`src/rtl/program_loader.sv`:
```
// -----------------------------------------------------------------------------
// program_loader
//   Buffers a program from a host, then streams it to a processor one word per
//   cycle, holds the processor's run request for RUN_CYCLES cycles and pulses
//   done. An abort returns the loader to an empty IDLE state at the next edge.
//
//   state  | meaning
//   -------+------------------------------------------------------------------
//   IDLE   | accepting host words until in_last or the buffer fills
//   LOAD   | one write strobe per cycle, oldest buffered word first
//   RUN    | start held high for RUN_CYCLES cycles
//   FINISH | one-cycle done pulse; buffer count and pointers already cleared
//
// Ports
//   clk, reset           : clock, synchronous active-high reset
//   in_valid/in_ready    : host handshake for in_word / in_last
//   in_word, in_last     : program word and end-of-program marker
//   abort                : cancel current program at any state
//   write, program_in    : registered write strobe and word to the processor
//   start                : run request to the processor
//   busy, done           : not-IDLE indicator, end-of-run pulse
//   count                : words currently buffered
// -----------------------------------------------------------------------------
module program_loader #(
    parameter int WORD_W     = 23,
    parameter int DEPTH      = 16,
    parameter int RUN_CYCLES = 10
) (
    input  logic                     clk,
    input  logic                     reset,
    input  logic                     in_valid,
    output logic                     in_ready,
    input  logic [WORD_W-1:0]        in_word,
    input  logic                     in_last,
    input  logic                     abort,
    output logic                     write,
    output logic [WORD_W-1:0]        program_in,
    output logic                     start,
    output logic                     busy,
    output logic                     done,
    output logic [$clog2(DEPTH):0]   count
);

    localparam int PTR_W = $clog2(DEPTH);
    localparam int CNT_W = PTR_W + 1;
    localparam int RUN_W = $clog2(RUN_CYCLES + 1);

    typedef enum logic [1:0] {
        ST_IDLE,
        ST_LOAD,
        ST_RUN,
        ST_FINISH
    } state_t;

    state_t               state_q, state_d;
    logic [PTR_W-1:0]     wr_ptr_q, wr_ptr_d;
    logic [PTR_W-1:0]     rd_ptr_q, rd_ptr_d;
    logic [CNT_W-1:0]     count_q, count_d;
    logic [CNT_W-1:0]     remain_q, remain_d;
    logic [RUN_W-1:0]     run_cnt_q, run_cnt_d;
    logic                 write_q, write_d;
    logic [WORD_W-1:0]    program_in_q, program_in_d;
    logic                 start_q, start_d;
    logic                 done_q, done_d;
    logic [WORD_W-1:0]    mem_q [DEPTH];
    logic                 accept;

    assign in_ready   = (state_q == ST_IDLE) && (count_q < CNT_W'(DEPTH));
    assign accept     = in_valid && in_ready && !abort;
    assign busy       = (state_q != ST_IDLE);
    assign count      = count_q;
    assign write      = write_q;
    assign program_in = program_in_q;
    assign start      = start_q;
    assign done       = done_q;

    always_comb begin
        state_d      = state_q;
        wr_ptr_d     = wr_ptr_q;
        rd_ptr_d     = rd_ptr_q;
        count_d      = count_q;
        remain_d     = remain_q;
        run_cnt_d    = run_cnt_q;
        write_d      = 1'b0;
        program_in_d = '0;
        start_d      = 1'b0;
        done_d       = 1'b0;

        case (state_q)
            ST_IDLE: begin
                if (accept) begin
                    wr_ptr_d = wr_ptr_q + 1'b1;
                    count_d  = count_q + 1'b1;
                    if (in_last || (count_q == CNT_W'(DEPTH - 1))) begin
                        // First strobe is launched on the closing edge so it
                        // appears in the first LOAD cycle. With an empty
                        // buffer the oldest word is the one arriving now.
                        state_d      = ST_LOAD;
                        write_d      = 1'b1;
                        program_in_d = (count_q == '0) ? in_word : mem_q[rd_ptr_q];
                        rd_ptr_d     = rd_ptr_q + 1'b1;
                        remain_d     = count_q;
                    end
                end
            end
            ST_LOAD: begin
                if (remain_q != '0) begin
                    write_d      = 1'b1;
                    program_in_d = mem_q[rd_ptr_q];
                    rd_ptr_d     = rd_ptr_q + 1'b1;
                    remain_d     = remain_q - 1'b1;
                end else begin
                    state_d   = ST_RUN;
                    start_d   = 1'b1;
                    run_cnt_d = RUN_W'(RUN_CYCLES - 1);
                end
            end
            ST_RUN: begin
                if (run_cnt_q != '0) begin
                    start_d   = 1'b1;
                    run_cnt_d = run_cnt_q - 1'b1;
                end else begin
                    state_d  = ST_FINISH;
                    done_d   = 1'b1;
                    count_d  = '0;
                    wr_ptr_d = '0;
                    rd_ptr_d = '0;
                end
            end
            ST_FINISH: begin
                state_d = ST_IDLE;
            end
            default: begin
                state_d = ST_IDLE;
            end
        endcase

        if (abort) begin
            state_d      = ST_IDLE;
            count_d      = '0;
            wr_ptr_d     = '0;
            rd_ptr_d     = '0;
            remain_d     = '0;
            run_cnt_d    = '0;
            write_d      = 1'b0;
            program_in_d = '0;
            start_d      = 1'b0;
            done_d       = 1'b0;
        end
    end

    always_ff @(posedge clk) begin
        if (reset) begin
            state_q      <= ST_IDLE;
            wr_ptr_q     <= '0;
            rd_ptr_q     <= '0;
            count_q      <= '0;
            remain_q     <= '0;
            run_cnt_q    <= '0;
            write_q      <= 1'b0;
            program_in_q <= '0;
            start_q      <= 1'b0;
            done_q       <= 1'b0;
        end else begin
            state_q      <= state_d;
            wr_ptr_q     <= wr_ptr_d;
            rd_ptr_q     <= rd_ptr_d;
            count_q      <= count_d;
            remain_q     <= remain_d;
            run_cnt_q    <= run_cnt_d;
            write_q      <= write_d;
            program_in_q <= program_in_d;
            start_q      <= start_d;
            done_q       <= done_d;
        end
    end

    // Storage needs no reset: only slots written since the last clear are read.
    always_ff @(posedge clk) begin
        if (accept && !reset) begin
            mem_q[wr_ptr_q] <= in_word;
        end
    end

endmodule

```
`config.mk`:
```
export PLATFORM = sky130hd
export DESIGN_NAME = program_loader
export DESIGN_NICKNAME = d
export VERILOG_FILES = /design/src/rtl/program_loader.sv
export SDC_FILE = /design/constraint.sdc
export NUM_CORES = 1
export LEC_CHECK = 0
export ABC_AREA = 0
export CORE_UTILIZATION = 55
export CTS_CLUSTER_SIZE = 20
export DETAILED_ROUTE_END_ITERATION = 10
export PLACE_DENSITY_LB_ADDON = 0.08
export SLEW_MARGIN = 10
export SYNTH_ARGS = -nofsm -noshare
export SYNTH_HDL_FRONTEND = slang
export SYNTH_SLANG_ARGS = --single-unit
export TNS_END_PERCENT = 20
```
`constraint.sdc`:
```
create_clock -name clk -period 5.32 [get_ports clk]
set_input_delay 1.596 -clock clk [delete_from_list [all_inputs] [get_ports clk]]
set_output_delay 1.596 -clock clk [all_outputs]
set_load 0.01 [all_outputs]
```
Word level (Yosys, flattened, before mapping)
Memory sizes are Yosys's and may differ from the RTL's. A register that Yosys moved wholly into a read port is not among the register bits.
Cells that the tools add are included.
Storage, ports and cells
  input port bits: 28
  logic and storage cells: 90
  memory bits (writable): 368
  memories: 1
  register bits after elaboration: 50
  output and inout bits: 33
Memory list
  mem_q: words 16, width 23, read ports 1, clocked after memory_dff 1, write ports 1, line 65  | logic [WORD_W-1:0] mem_q [DEPTH];
Cells by class
  $add $sub $neg: 5
  eq/ne operators: 10
  magnitude comparators: 1
  reductions and logical operators: 23
  bitwise gates (word level): 1
  mux-type cells: 39
Operators by type and width (count)
  23-bit 2-to-1 mux: 4
  23-bit case mux with 2 select lines: 1
  4-bit 2-to-1 mux: 9
  5-bit 2-to-1 mux: 5
  5-bit case mux with 2 select lines: 2
  4-bit case mux with 2 select lines: 2
  4-bit case mux with 3 select lines: 1
  2-bit inequality test (second input constant): 5
  4-bit by 1-bit adder with 4-bit output (second input constant): 2
  1-bit 2-to-1 mux: 8
  2-bit 2-to-1 mux: 4
  2-bit case mux with 4 select lines: 1
  4-bit AND reduction: 2
  2-bit nonzero test: 4
  3-bit AND reduction: 2
  5-bit by 1-bit adder with 5-bit output (second input constant): 1
  5-bit by 4-bit == test with 1-bit output (second input constant): 1
  5-bit zero test: 1
  5-bit less-than comparator (second input constant): 1
  5-bit AND reduction: 1
  5-bit nonzero test: 1
  5-bit by 1-bit subtractor with 5-bit output (second input constant): 1
  2-bit == test (second input constant): 2
  1-bit logical AND: 4
  other kinds (12): 14

Depth between registers and ports, before layout
Gate-level depths: netlist (run 1).
  depth after elaboration: 8
  mapped depth: 8
  depth with buffers taken out: 7

Worst setup path after synthesis (run 1)
OpenSTA, ideal clock, no wires.
  path type: input -> register
  start point: input abort
  end point: memory mem_q[0][0], enable pin
  library setup time: 0.432 ns
  cell stages on the path: 4
  path slack: 1.152 ns
  path buffers: 0
  data arrival time: 3.736 ns
  path through: nand4bb_1 > nor2_1 > nand2_1 > nor3_1
On the way
  cells in the longest elaborated chain, start to end: 5
Ends and longest elaborated chain
  from (decl): line 35  | input logic abort,
  1-bit zero test: line 69  | assign accept = in_valid && in_ready && !abort;
  1-bit logical AND: line 69
  1-bit logical AND: line 180  | if (accept && !reset) begin
  1-bit 2-to-1 mux: line 180
  1-bit 2-to-1 mux (not written as such): line 181  | mem_q[wr_ptr_q] <= in_word;
  to (decl): line 65
Every way passes these cells.

Worst setup path after layout (run 1)
  start point: register state_q[0]
  end point: output in_ready
On the way
  cells in the longest elaborated chain, start to end: 2
Ends and longest elaborated chain
  from (decl): line 55  | state_t state_q, state_d;
  from (signal assigned): line 165  | state_q <= state_d;
  2-bit zero test: line 68  | assign in_ready = (state_q == ST_IDLE) && (count_q < CNT_W'(DEPTH));
  1-bit logical AND: line 68
  to (decl): line 32  | output logic in_ready,
Every way passes these cells.

==> results of run 1 <==
==> cell families after synthesis <==
logic type	after synthesis	share of synthesized area, %
multiplexers	163	14.0
AND/OR/NAND/NOR	122	3.75
adder cells (fa/ha/maj)	16	1.21
flip-flops	422	73.2
buffers and inverters	67	1.77
AO/OA/AOI/OAI	145	6.08
==> worst max-delay path: stages (launching register included) <==
cell and delay, ns:
dfxtp_1 0.32, inv_1 0.10, ha_1 0.34, inv_1 0.13, nor2_1 0.10, clkdlybuf4s50_1 0.54
==> layer usage <==
metal | wire length (um) | vias up
met5 | 0 | -
met4 | 754 | 0
met3 | 1680 | 48
met2 | 17200 | 254
met1 | 16200 | 4477
li1 | - | 3897
==> how the worst max path moves through the flow <==
stage / slack (ns) / depth (start not counted) / end
after floorplan: 1.15 / 4 / mem_q[0][0]$_DFFE_PP_
after global routing: 1.54 / 5 / in_ready
after CTS: 1.66 / 5 / in_ready
after global placement: 1.29 / 5 / mem_q[12][6]$_DFFE_PP_
final: 1.68 / 5 / in_ready
after detailed placement: 1.30 / 5 / mem_q[15][17]$_DFFE_PP_
==> final cells by class <==
class                   instances  area, sq um
clock buffers                  57         1140
clock inverters                21          134
fillers                      2109        10700
inverters                      17         63.8
multi-input cells             446         4260
flip-flops and latches        422        12100
well taps                     390          488
repair buffers                 81          758
==> registers in the layout, indices dropped and copies added (netlist names), named ones only <==
register    cells
start           1
program_in     23
state_q         2
remain_q        5
wr_ptr_q        4
count           5
rd_ptr_q        4
write           1
mem_q         368
run_cnt_q       4
done            1
==> power by group through the flow <==
stage	Combinational (uW)	Clock, uW	Sequential, uW
floorplan	86.5	0	3680
global placement	179	0	3690
detailed placement	181	0	3690
CTS	182	2780	3620
global route	195	2910	3620
finish	181	2750	3620
==> cell usage after synthesis (all sizes together) (2+ instances only) <==
master | instances | share of area [%]
edfxtp | 368 | 67
mux2 | 65 | 4.4
dfxtp | 54 | 6.5
mux2i | 49 | 3.0
mux4 | 49 | 6.7
a21oi | 43 | 1.3
nand2 | 38 | 0.86
nor2 | 29 | 0.66
clkbuf | 26 | 0.59
buf | 24 | 0.79
a32o | 23 | 1.4
a22oi | 22 | 1.0
o211ai | 22 | 1.0
inv | 17 | 0.38
ha | 16 | 1.2
o21ai | 13 | 0.39
nand3 | 9 | 0.27
nor3 | 9 | 0.27
o31ai | 7 | 0.32
nand2b | 6 | 0.23
nor2b | 6 | 0.24
or3 | 6 | 0.23
or4 | 4 | 0.18
a31oi | 3 | 0.11
nand4 | 3 | 0.11
a21o | 2 | 0.091
nor3b | 2 | 0.091
o22ai | 2 | 0.075
o41ai | 2 | 0.11
or3b | 2 | 0.11
==> through the flow <==
stage                     power, uW  instances  hold slack [ns]  area, sq um  utilization [%]
after floorplan                3770        935            0.453        16600                -
after global placement         3860       1356            0.476        17700             59.8
after detailed placement       3870       1356            0.468        17700             59.8
after CTS                      6580       1434            0.494        19000             64.1
after global routing           6720       1434            0.523        19000             64.1
final                          6540       1434            0.500        19000             64.1
==> key figures, run 1 <==
Run status
  – Status: finished clean

Floorplanning
  – Die ar.: 0.0308 sq mm
  – Die H: 176 um
  – Initial Util: 55.9%
  – Die width: 176 um
  – Ports: 61
  – Core area: 0.0296 sq mm
  – Std-Cell Rows: 63

Synthesis
  – Yosys warns: 0
  – Synth Flop Type: edfxtp_1
  – Register area share after synthesis: 73.2%
  – EDFF count, synth: 368
  – Synth Instances: 935
  – Syn Area/Cell: 17.7 sq um
  – FF+latch count, synth: 422
  – Synth Net Count: 979
  – Cell variety after synth: 51
  – Ys async rst share: 0%
  – Cell Area, Synth: 0.0166 sq mm

Hold path
  – Hold Path Sink: run_cnt_q[1]$_SDFFE_PP0P_
  – Hold Crit Depth: 2
  – HP Class: flop to flop
  – Hold path start: run_cnt_q[1]$_SDFFE_PP0P_

Finish
  – Most frequent cells in the layout: edfxtp_1 (368), mux2_2 (63), clkdlybuf4s50_1 (60)
  – Layout cell share with drive strength beyond 1: 21.4%
  – Synth-to-Final Area Change: 14.5%
  – Antenna diode count: 0
  – Layout Nets: 1,055
  – Most common cell after layout, fill and taps aside: edfxtp_1

GRT
  – GRT Max-Usage Layer: met2
  – Global-route met1 utilization: 35.1%
  – Grt ovf: 0
  – Met3 usage: 3.40%
  – Vias in the first global route: 8,716
  – First-pass GRT wire length: 54,400 um
  – GRT Total Usage: 23.9%
  – Initial antenna violation count: 0
  – Pin count of the biggest net entering global routing: 49
  – Grt met2 use: 38.1%

Setup path
  – Worst Path Required: 3.72 ns
  – Crit path max fanout: 8
  – R2R Path End: program_in[11]$_SDFF_PP0_
  – Reg2Reg Depth: 5
  – CP endpoint kind: primary output
  – Type of origin of the critical path: flop
  – Worst Path Arrival: 2.04 ns
  – Critical path type: flop to primary output
  – Crit. Startpoint: state_q[0]$_SDFFE_PP0P_
  – R2R setup slack: 2.58 ns

Detailed routing
  – DR vias/cell: 6.05
  – Routed WL: 35,800 um
  – DR vias: 8,676
  – Routed Antenna Nets: 0
  – Routed len/inst: 25.0 um
  – Post-route DRC violation count: 0
  – TritonRoute pass-1 iters: 7
  – DRT iter0 DRCs: 692

Power
  – Max VDD drop: 224 uV
  – Seq pwr share: 55.3%
  – Clock power frac: 42.0%
  – Combinational share of power: 2.8%
  – Power Density: 345 mW/mm^2
  – Switching pwr: 1310 uW
  – Pint: 5230 uW
  – Leak: 0.00590 uW
  – Switching Fraction: 20.0%

Timing
  – Clock skew: 0.0257 ns
  – Final Hold Viols: 0
  – Crit path time final: 3.64 ns
  – Slew Limit Fails: 0
  – Fin crit share: 68.4%
  – Rel. slew slack: 18.0%
  – Setup ws final: 1.68 ns
  – Endpoints failing setup: 0
  – Fmax: 275 MHz
  – Slew @ Worst Pin: 1.23 ns
  – TNS Setup: 0 ns
  – RSZ-0062 raised after global routing: false

Place
  – Final HPWL DP: 21,300 um
  – Gpl congestion: 0.844
  – IO Port Bufs: 60
  – Place WS: 1.30 ns

Clocking
  – Total setup buffers inserted after CTS: 0
  – Clock transition at the registers of the reported paths: 0.05 ns
  – H-tree depth: 2
  – Clock root cell: clkbuf_16
  – CTS tree: done
  – CTS resizes: 0
  – Num CTS Buffers: 43
  – # clock sinks: 422
  – Hold-fix buffers at CTS: 0
  – Longest Clk Path Bufs: 3
  – Clock Latency Late Sink: 0.54 ns

Flow run
  – Max-cap violations: 0
Power figures use the tool's default switching activity.
==> inputs of run 2 (changes only) <==
==> constraint.sdc (replaced) <==
create_clock -name clk -period 3 [get_ports clk]
set_input_delay 0.9 -clock clk [delete_from_list [all_inputs] [get_ports clk]]
set_output_delay 0.9 -clock clk [all_outputs]
set_load 0.01 [all_outputs]
==> run 2 against run 1 <==
Setup slack worse by 1.5 ns; sequential share of layout area down 1.7 points; clock-buffer cell count down 1; critical path type unchanged; clock power up 78%; global-route usage up 0.42 points; routed wire length up 1.6%; sequential power up 77%.
==> key figures, run 2 (synthesized netlist as in run 1, its figures left out) <==
Clocking
  – Clock transition at the registers of the reported paths: 0.06 ns (about the same)
  – Clock root cell: clkbuf_16
  – # clock sinks: 422 (unchanged)
  – Hold-fix buffers at CTS: 0 (unchanged)
  – H-tree depth: 2 (unchanged)
  – CTS tree: done
  – Longest Clk Path Bufs: 3 (unchanged)
  – Num CTS Buffers: 43 (unchanged)
  – Total setup buffers inserted after CTS: 0 (unchanged)
  – Clock Latency Late Sink: 0.53 ns (about the same)
  – CTS resizes: 0 (unchanged)

Timing
  – Rel. slew slack: 26.2% (+8.2 points)
  – Slew Limit Fails: 0 (unchanged)
  – Fin crit share: 94.7%
  – RSZ-0062 raised after global routing: false
  – Clock skew: 0.0136 ns (-0.0121 ns)
  – Final Hold Viols: 0 (unchanged)
  – Fmax: 352 MHz
  – Slew @ Worst Pin: 1.10 ns (-0.125 ns)
  – Crit path time final: 2.84 ns
  – Endpoints failing setup: 0 (unchanged)
  – Setup ws final: 0.159 ns (-1.52 ns)
  – TNS Setup: 0 ns (unchanged)

Floorplanning
  – Die H: 176 um (unchanged)
  – Initial Util: 55.9% (unchanged)
  – Ports: 61 (unchanged)
  – Die ar.: 0.0308 sq mm (unchanged)
  – Core area: 0.0296 sq mm (unchanged)
  – Die width: 176 um (unchanged)
  – Std-Cell Rows: 63 (unchanged)

Finish
  – Most frequent cells in the layout: edfxtp_1 (368), mux2_2 (63), clkdlybuf4s50_1 (60)
  – Layout Nets: 1,089 (+3.2%)
  – Most common cell after layout, fill and taps aside: edfxtp_1
  – Max reg flops: 368 (unchanged)
  – Layout cell share with drive strength beyond 1: 23.8% (+2.4 points)
  – Synth-to-Final Area Change: 17.6%
  – Register with the most flip-flops: mem_q
  – Antenna diode count: 0 (unchanged)
  – Post-Layout Cell Count: 1,470 (+2.5%)

Setup path
  – Critical-path cell list: inv_1, ha_2, inv_1, nor2_1, clkdlybuf4s50_1
  – Worst Path Arrival: 1.94 ns (-0.10 ns)
  – R2R Path End: program_in[6]$_SDFF_PP0_
  – Type of origin of the critical path: flop
  – Crit. Startpoint: state_q[0]$_SDFFE_PP0P_
  – Critical path type: flop to primary output
  – Most common cell on crit path: inv_1
  – Reg2Reg Depth: 4 (-1)
  – Slowest cell on the critical path: clkdlybuf4s50_1
  – Worst Path Required: 2.10 ns (-1.62 ns)
  – Crit path to: in_ready
  – Crit path max fanout: 8 (unchanged)
  – R2R setup slack: 0.53 ns (-2.05 ns)
  – CP endpoint kind: primary output
  – Largest stage delay, worst path: 0.54 ns (about the same)

Detailed routing
  – DR vias: 8,901 (+2.6%)
  – Routed WL: 36,400 um (+1.6%)
  – TritonRoute pass-1 iters: 5 (-2)
  – DR vias/cell: 6.06 (about the same)
  – Routed Antenna Nets: 0 (unchanged)
  – Routed len/inst: 24.8 um (-0.92%)
  – DRT iter0 DRCs: 830 (+20%)
  – Post-route DRC violation count: 0 (unchanged)

GRT
  – GRT Max-Usage Layer: met1
  – Global-route met1 utilization: 39.2% (+4.1 points)
  – GRT Total Usage: 24.4% (+0.42 points)
  – First-pass GRT wire length: 55,200 um (+1.4%)
  – Initial antenna violation count: 0 (unchanged)
  – Met3 usage: 3.87% (+0.48 points)
  – Vias in the first global route: 8,837 (+1.4%)
  – Pin count of the biggest net entering global routing: 40 (-18%)
  – Grt met2 use: 35.3% (-2.8 points)
  – Grt ovf: 0 (unchanged)

Power
  – Power Density: 598 mW/mm^2 (+74%)
  – Leak: 0.00613 uW (+3.9%)
  – Max VDD drop: 343 uV (+53%)

Flow run
  – Max-cap violations: 0 (unchanged)

Place
  – IO Port Bufs: 60 (unchanged)
  – Place WS: 0.196 ns (-1.11 ns)
  – Gpl congestion: 0.808 (-4.3%)
  – Final HPWL DP: 23,300 um (+9.2%)
  – Post-placement cell count: 1,390 (+2.5%)

Hold path
  – HP Class: flop to flop

Run status
  – Status: finished clean
## run 2: cell count changes in the layout (fill, tap and decap cells not counted), moves of 2 or more
cell      change
buf_12       +19
buf_4        +15
clkbuf_1      -2
clkinv_1      +5
clkinv_2      -3
## run 2: power breakdown
part           internal, uW  leakage (uW)  switching [uW]  total, uW
Clock                  2780      0.000640            2110       4900
Sequential             6390       0.00375            14.0       6410
Combinational           139       0.00174             224        363
Total                  9320       0.00613            2350      11700
## run 2: worst min path at each step
| stage | from | endpoint | slack [ns] | cells after the start |
|---|---|---|---|---|
| 2_1_floorplan | rd_ptr_q[3]$_SDFFE_PP0N_ | flop | 0.45 | 2 |
| 3_3_place_gp | rd_ptr_q[3]$_SDFFE_PP0N_ | flop | 0.47 | 2 |
| 3_5_place_dp | run_cnt_q[2]$_SDFFE_PP0P_ | run_cnt_q[2]$_SDFFE_PP0P_ | 0.49 | 2 |
| 4_1_cts | run_cnt_q[2]$_SDFFE_PP0P_ | run_cnt_q[2]$_SDFFE_PP0P_ | 0.50 | 2 |
| 5_1_grt | rd_ptr_q[3]$_SDFFE_PP0N_ | flop | 0.52 | 2 |
| 6_report | rd_ptr_q[3]$_SDFFE_PP0N_ | flop | 0.50 | 2 |
## run 2: critical path: cells and delay by family (launching register included)
family	cells	cell delay (ns)
buffers and inverters	3	0.73
flip-flops	1	0.32
adder cells (fa/ha/maj)	1	0.27
AND/OR/NAND/NOR	1	0.09
## run 2: final cells by class
class	count	area (sq um)
flip-flops and latches	422	12100
well taps	390	488
repair buffers	115	1250
fillers	2073	10100
clock buffers	56	1140
clock inverters	24	148
multi-input cells	446	4270
inverters	17	63.8
## run 2: stage by stage
stage | hold WS, ns | utilization [%] | power [uW] | area [sq um]
final | 0.500 | 65.8 | 11700 | 19500
after global routing | 0.520 | 65.8 | 12000 | 19500
after CTS | 0.502 | 65.8 | 11700 | 19500
after detailed placement | 0.491 | 61.4 | 6890 | 18200
after global placement | 0.469 | 61.4 | 6890 | 18200
after floorplan | 0.453 | - | 6680 | 16600
## run 2: metal layers
| layer | routed length (um) | up-vias |
|---|---|---|
| met4 | 542 | 0 |
| met2 | 16100 | 329 |
| met3 | 2630 | 51 |
| met5 | 0 | - |
| met1 | 17100 | 4544 |
| li1 | - | 3977 |
